==> src/rtl/sixteen_bit_multiplier.sv <==
// Sequential shift-and-add unsigned multiplier: one partial product per RUN cycle.
// Define ZERO_SKIP_EN to finish immediately when either operand is zero.
module sixteen_bit_multiplier #(
    parameter int bits = 16
) (
    input  logic                Clock,
    input  logic                Reset_n,
    input  logic                Start,
    input  logic [bits-1:0]     A,
    input  logic [bits-1:0]     B,
    output logic                Busy,
    output logic                Done,
    output logic [2*bits-1:0]   Product
);

    localparam int CW = $clog2(bits + 1);

    typedef enum logic [1:0] {IDLE, RUN, DONE} state_t;

    state_t                state_reg;
    logic [bits-1:0]       mcand_reg;
    logic [bits-1:0]       mult_reg;
    logic [bits-1:0]       acc_reg;
    logic [CW-1:0]         cnt_reg;
    logic                  busy_reg;
    logic                  done_reg;
    logic [2*bits-1:0]     product_reg;

    logic [bits:0]         sum_next;
    logic [2*bits-1:0]     acc_next;

    // The carry-out becomes the new MSB, so no partial-product bit is lost.
    assign sum_next = {1'b0, acc_reg} + {1'b0, (mult_reg[0] ? mcand_reg : {bits{1'b0}})};
    assign acc_next = {sum_next, mult_reg[bits-1:1]};

    always_ff @(posedge Clock or negedge Reset_n) begin
        if (!Reset_n) begin
            state_reg   <= IDLE;
            mcand_reg   <= '0;
            mult_reg    <= '0;
            acc_reg     <= '0;
            cnt_reg     <= '0;
            busy_reg    <= 1'b0;
            done_reg    <= 1'b0;
            product_reg <= '0;
        end else begin
            case (state_reg)
                IDLE: begin
                    if (Start) begin
                        mcand_reg <= A;
                        mult_reg  <= B;
                        acc_reg   <= '0;
                        cnt_reg   <= CW'(bits);
                        busy_reg  <= 1'b1;
`ifdef ZERO_SKIP_EN
                        if (A == '0 || B == '0) begin
                            state_reg   <= DONE;
                            done_reg    <= 1'b1;
                            product_reg <= '0;
                        end else begin
                            state_reg <= RUN;
                        end
`else
                        state_reg <= RUN;
`endif
                    end
                end
                RUN: begin
                    acc_reg  <= acc_next[2*bits-1:bits];
                    mult_reg <= acc_next[bits-1:0];
                    cnt_reg  <= cnt_reg - 1'b1;
                    if (cnt_reg == CW'(1)) begin
                        state_reg   <= DONE;
                        done_reg    <= 1'b1;
                        product_reg <= acc_next;
                    end
                end
                DONE: begin
                    state_reg <= IDLE;
                    done_reg  <= 1'b0;
                    busy_reg  <= 1'b0;
                end
                default: begin
                    state_reg <= IDLE;
                    done_reg  <= 1'b0;
                    busy_reg  <= 1'b0;
                end
            endcase
        end
    end

    assign Busy    = busy_reg;
    assign Done    = done_reg;
    assign Product = product_reg;

endmodule

==> config.mk <==
export PLATFORM = sky130hd
export DESIGN_NAME = sixteen_bit_multiplier
export DESIGN_NICKNAME = d
export VERILOG_FILES = /design/src/rtl/sixteen_bit_multiplier.sv
export SDC_FILE = /design/constraint.sdc
export NUM_CORES = 1
export LEC_CHECK = 0
export ABC_CLOCK_PERIOD_IN_PS = 3100
export BUFFER_PORTS_ARGS = -buffer_cell sky130_fd_sc_hd__buf_2
export CORE_MARGIN = 2
export CORE_UTILIZATION = 24
export CTS_CLUSTER_DIAMETER = 50
export CTS_CLUSTER_SIZE = 25
export DETAILED_ROUTE_END_ITERATION = 7
export PLACE_DENSITY = 0.42
export SETUP_SLACK_MARGIN = 0.5
export SLEW_MARGIN = 15
export SYNTH_ARGS = -nofsm -noshare
export SYNTH_HDL_FRONTEND = slang
export SYNTH_SLANG_ARGS = --single-unit
==> constraint.sdc <==
create_clock -name Clock -period 3.1 [get_ports Clock]
set_clock_uncertainty 0.1 [all_clocks]
set_input_delay 0.31 -clock Clock [delete_from_list [all_inputs] [get_ports Clock]]
set_output_delay 0.31 -clock Clock [all_outputs]
set_load 0.05 [all_outputs]
======== Word-level counts from Yosys, hierarchy flattened ========
Cells that the tools add are included.
cells by class
  add/subtract/negate cells ............... 2
  equality and inequality tests ........... 4
  multiplexer cells ....................... 14
  bitwise operators ....................... 2
  reduce and logical (&&, ||, !) cells .... 8
operators by type and width
  cell                 count
  $pmux 16 s2          2
  $mux 16              3
  $add 16x16->17       1
  $reduce_and 2->1     6
  $pmux 5 s2           1
  $eq 5x1->1 const B   1
  $mux 5               1
  $sub 5x1->5 const B  1
  $mux 2               2
  $ne 2x2->1 const B   2
  $pmux 1 s2           2
  $pmux 2 s2           1
  $eq 2x1->1 const B   1
  $logic_not 2->1      1
  $mux 1               2
  $not 1->1            2
  $reduce_bool 2->1    1
word-level totals
  register bits after elaboration ......... 89
  input port bits ......................... 35
  output and inout bits ................... 34
  logic and storage cells ................. 38

======== Longest topological paths before layout ========
  word-level depth ........................ 3
  depth in mapped cells ................... 10
  depth with buffers taken out ............ 9

======== Least setup slack after synthesis ========
No wires, ideal clock.
  kind .................................... flip-flop to flip-flop
  start point ............................. reg mult_reg[0]
  end point ............................... reg product_reg[31] (netlist: Product[31])
  setup time .............................. 131 ps
  arrival time ............................ 2377 ps
  data required time ...................... 2869 ps
  setup slack ............................. 491 ps
  stages on the path, launching flop included .. 11
  buffers on the path ..................... 1
  period minus slack after synthesis ...... 2609 ps
  path through ............................ dfrtp_1 > clkbuf_1 > and2_1 > ha_1 > fa_1 > a21o_1 > a31oi_2 > nor3_1 > o31a_1 > a41oi_2 > o21ai_1
on the way
  word-level cells in the longest chain between the ends .. 2
ends and longest elaborated chain
  what                    RTL line  source
  from (decl)             22        logic [bits-1:0] mult_reg;
  from (signal assigned)  70        mult_reg <= acc_next[bits-1:0];
  $mux 16                 33        assign sum_next = {1'b0, acc_reg} + {1'b0, (mult_reg[0] ? mcand_reg : {bits{1'b0}})};
  $add 16x16->17          33
  to (signal assigned)    75        product_reg <= acc_next;
  to (decl)               27        logic [2*bits-1:0] product_reg;
Every way passes these cells.
A chain may end at the register's enable or synchronous reset.

======== Worst setup path after layout ========
  start point ............................. reg mult_reg[0]
  end point ............................... reg product_reg[27] (netlist: Product[27])
Same word-level chain as after synthesis.

==> results.md <==
* Dominant synthesized flop cell: dfrtp_1
* Fraction of layout instances using a drive strength above 1 at 0.2316
* # setup viols final at 0
* Crit path DAT at approximately 2.7 ns
* Max VDD drop at between 0.0004 and 0.0005 V
* HP Class: input port to flop
* CTS clock-pin slew for the worst setup and hold paths at about 0.070 ns
* Vias/cell at 4.650
* WL met1 at 5711 um
* Core area at 18640 um^2
* Clock root buffer: clkbuf_16
* Tmin final at 2.521 ns
* Multiplexer area fraction after synthesis at 0.02043
* Yosys reg bits at 89
* Largest net degree at the start of global routing at 52
* RSZ-0062 raised after global routing: no
* Clock Latency Late Sink at 0.35 ns
* Status: completed
* Post-layout nets at 606
* CTS max path bufs at 2
* Setup CP Type: flop to flop
* FMAX at between 300 and 400 MHz
* Top sig layer: met5
* Ports at 69
* Slew Limit Headroom at 0.6371
* Gp weighted congestion at approximately 0.87
* CTS tree: done
* # DRC at 0
* Area after DPL at between 5000 and 6000 um^2
* Share of the yosys chip area belonging to registers at 0.4913
* Simple-gate share of the synthesized area at 0.2054
* Post-synth cell types at 50
* Synth Area in XOR/XNOR at 0.01932
* Power Dens Cells at between 1000 and 1500 nW/um^2
* P_leak at roughly 2.7 nW
* Synth-to-Final Area Change at 22.27%
* Net Count, Synth at ~540
* Setup TNS at 0 ns
* P_sw at between 0.002 and 0.003 W
* Ys Warns at 0
* Detailed Route Iter0 Violations at about 200
* Comb pwr share at 0.475
* First-pass GRT wire length at about 20000 um
* Full die area at 20000 um^2
* CP Launch Type: flop
* Switching part of the total at 0.4554
* Largest family of logic cells by synthesized area: simple AND/OR/NAND/NOR gates
* Met3 WL post-DR at 622 um
* Met2 routed WL at between 5000 and 6000 um
* All-layer global routing usage at 0.1262
* H-tree depth at 3
* First-pass DRT Iterations at 4
* Die Y at 141.4 um
* Port bufs at approximately 70
* Worst-path fanout max at 6
* Slew Limit Fails at 0
* Final Cycle Share at 0.8133
* Wire per inst at roughly 15 um
* Vias in the first global route at between 3000 and 4000
* Crit path capture type: flop
* Antenna violations before repair at 1
* Seq pwr share at 0.346
* Post-Syn Instances at 483
* Async S/R FF share, synth at 1.000
* GRT overflow at 0
* Routed via count at 3678
* Slew @ Worst Pin at 0.5443 ns
* Die X at about 140 um
* Post-DRT Antenna Nets at 0
* Row count at 50
* Total power at approximately 0.0058 W
* Clock Sinks at a little under 90
* Ant. Diodes at 0
* Hold Vio Cnt, Final at 0
* Mapped Area at about 4500 um^2
* Post-route cell area at around 5500 um^2
* Max FFs per register at 32
* Adder-cell share of the synthesized area at 0.05410
* EDFF count, synth at 0
* Complex-gate fraction of the synthesized area at 0.1775
* Drt total wl at 12200 um
* Worst path required time at between 3 and 4 ns
* P_int at 0.003181 W
* TritonCTS Buffers at 9
* Clock share of power at 0.180
* Post-detail-place hpwl at roughly 8400 um
* Initial core utilization at 0.2432
* Avg Cell Area, Syn at between 9 and 10 um^2
* Max_cap viols at 0
power groups by stage:
stage | logic, W | registers (W) | clock network (W)
finish | 0.00277 | 0.00202 | 0.00105
global route | 0.00305 | 0.00210 | 0.00114
CTS | 0.00277 | 0.00203 | 0.00109
detailed placement | 0.00272 | 0.00204 | 0
global placement | 0.00269 | 0.00204 | 0
floorplan | 0.00141 | 0.00259 | 0
critical path, stage by stage (launching register included):
cell     delay, ns
dfrtp_2       0.45
buf_4         0.16
and2_1        0.13
ha_2          0.31
a211o_1       0.32
a21oi_2       0.19
a21oi_2       0.10
nor4_2        0.31
nor2_2        0.08
mux2_2        0.26
routing by layer:
layer,track usage,vias up
met5,0,-
met4,0.03737,2
met3,0.03712,15
met2,0.2072,82
met1,0.1614,1782
li1,-,1797
cells in the mapped netlist (all sizes together) (2+ instances only):
master / count / area share
xor2: 4 / 0.0077
buf: 6 / 0.0080
o21ai: 35 / 0.039
nor3: 4 / 0.0044
a22o: 10 / 0.019
inv: 8 / 0.0066
nor2b: 19 / 0.026
nand2: 132 / 0.11
a22oi: 16 / 0.026
nor4b: 2 / 0.0039
clkbuf: 21 / 0.017
and2: 17 / 0.023
nor2: 5 / 0.0041
nand2b: 5 / 0.0069
nand4: 2 / 0.0028
xnor2: 6 / 0.012
a211o: 2 / 0.0039
mux2: 7 / 0.018
ha: 18 / 0.050
a21o: 2 / 0.0033
o21a: 3 / 0.0050
o211ai: 4 / 0.0097
or3: 2 / 0.0028
a21oi: 33 / 0.038
o31ai: 5 / 0.0083
nand3: 8 / 0.0088
dfrtp: 89 / 0.49
cells by family (layout without fill, tap and decap cells):
kind of cell	after synthesis	after routing
and+or+nand+nor	203	203
AOI/OAI and AO/OA	119	119
DFF	89	89
buffers and inverters	35	109
adders and majority gates	19	19
xor gates and xnor gates	10	10
muxes	8	8
per-stage QoR:
| step | hold WS (ns) | utilization | worst slack, ns | cells |
|---|---|---|---|---|
| 6_report | 0.05220 | 0.2973 | 0.5788 | 791 |
| 5_1_grt | 0.04453 | 0.2973 | 0.4614 | 791 |
| 4_1_cts | 0.03592 | 0.2950 | 0.5245 | 790 |
| 3_5_place_dp | 0.2438 | 0.2771 | 0.3183 | 771 |
| 3_3_place_gp | 0.2347 | 0.2771 | 0.3741 | 771 |
| 2_1_floorplan | -0.08559 | - | 0.5093 | 483 |
timing repair:
| action | in CTS | in global routing |
|---|---|---|
| endpoints found under the setup margin | 8 | 11 |
| pin swaps | 4 | 7 |
| resized for setup | 7 | 11 |
| endpoints found under the hold margin | 38 | 0 |
| hold buffers | 1 | 0 |
| buffers inserted | 2 | 1 |
layout make-up:
cell class              instances  area, um^2
clock buffers                  11       242.7
clock inverters                 5       40.04
fillers                      1993       13100
inverters                       8       30.03
multi-input cells             359        2223
flip-flops and latches         89        2228
well taps                     234       292.8
repair buffers                 85       485.5
cell usage in the layout (no fill, tap or decap), types with 2 or more instances in the layout:
master and instances:
nor2b_1 18, o21ai_0 32, mux2_2 6, dfrtp_1 88, nor2_1 4, clkinvlp_4 3, o211ai_1 3, a21oi_1 28
xor2_1 4, a22o_1 10, clkbuf_16 9, nand3_1 8, o21a_1 3, ha_2 3, xnor2_1 6, nor4b_1 2
nand4_1 2, o31ai_1 5, inv_1 8, ha_1 15, buf_2 67, and2_1 16, nand2b_1 5, nor3_1 3
nand2_1 132, a21o_1 2, a21oi_2 5, a211o_1 2, a22oi_1 16, buf_4 16, o21ai_1 3
worst paths after layout:
kind / slack [ns] / end / startpoint / cells after the start
worst max-delay path: 0.58 / Product[27] / mult_reg[0] / 9
min in group asynchronous: 0.40 / Product[31] / Reset_n / 2
max in group asynchronous: 1.82 / Product[13] / Reset_n / 3
worst max register to register: 0.58 / Product[27] / mult_reg[0] / 9
worst min-delay path: 0.05 / mcand_reg[1] / A[1] / 3
worst min register to register: 0.37 / mcand_reg[14] / mcand_reg[14] / 2
Note: power is estimated with default switching activity, not from simulation.
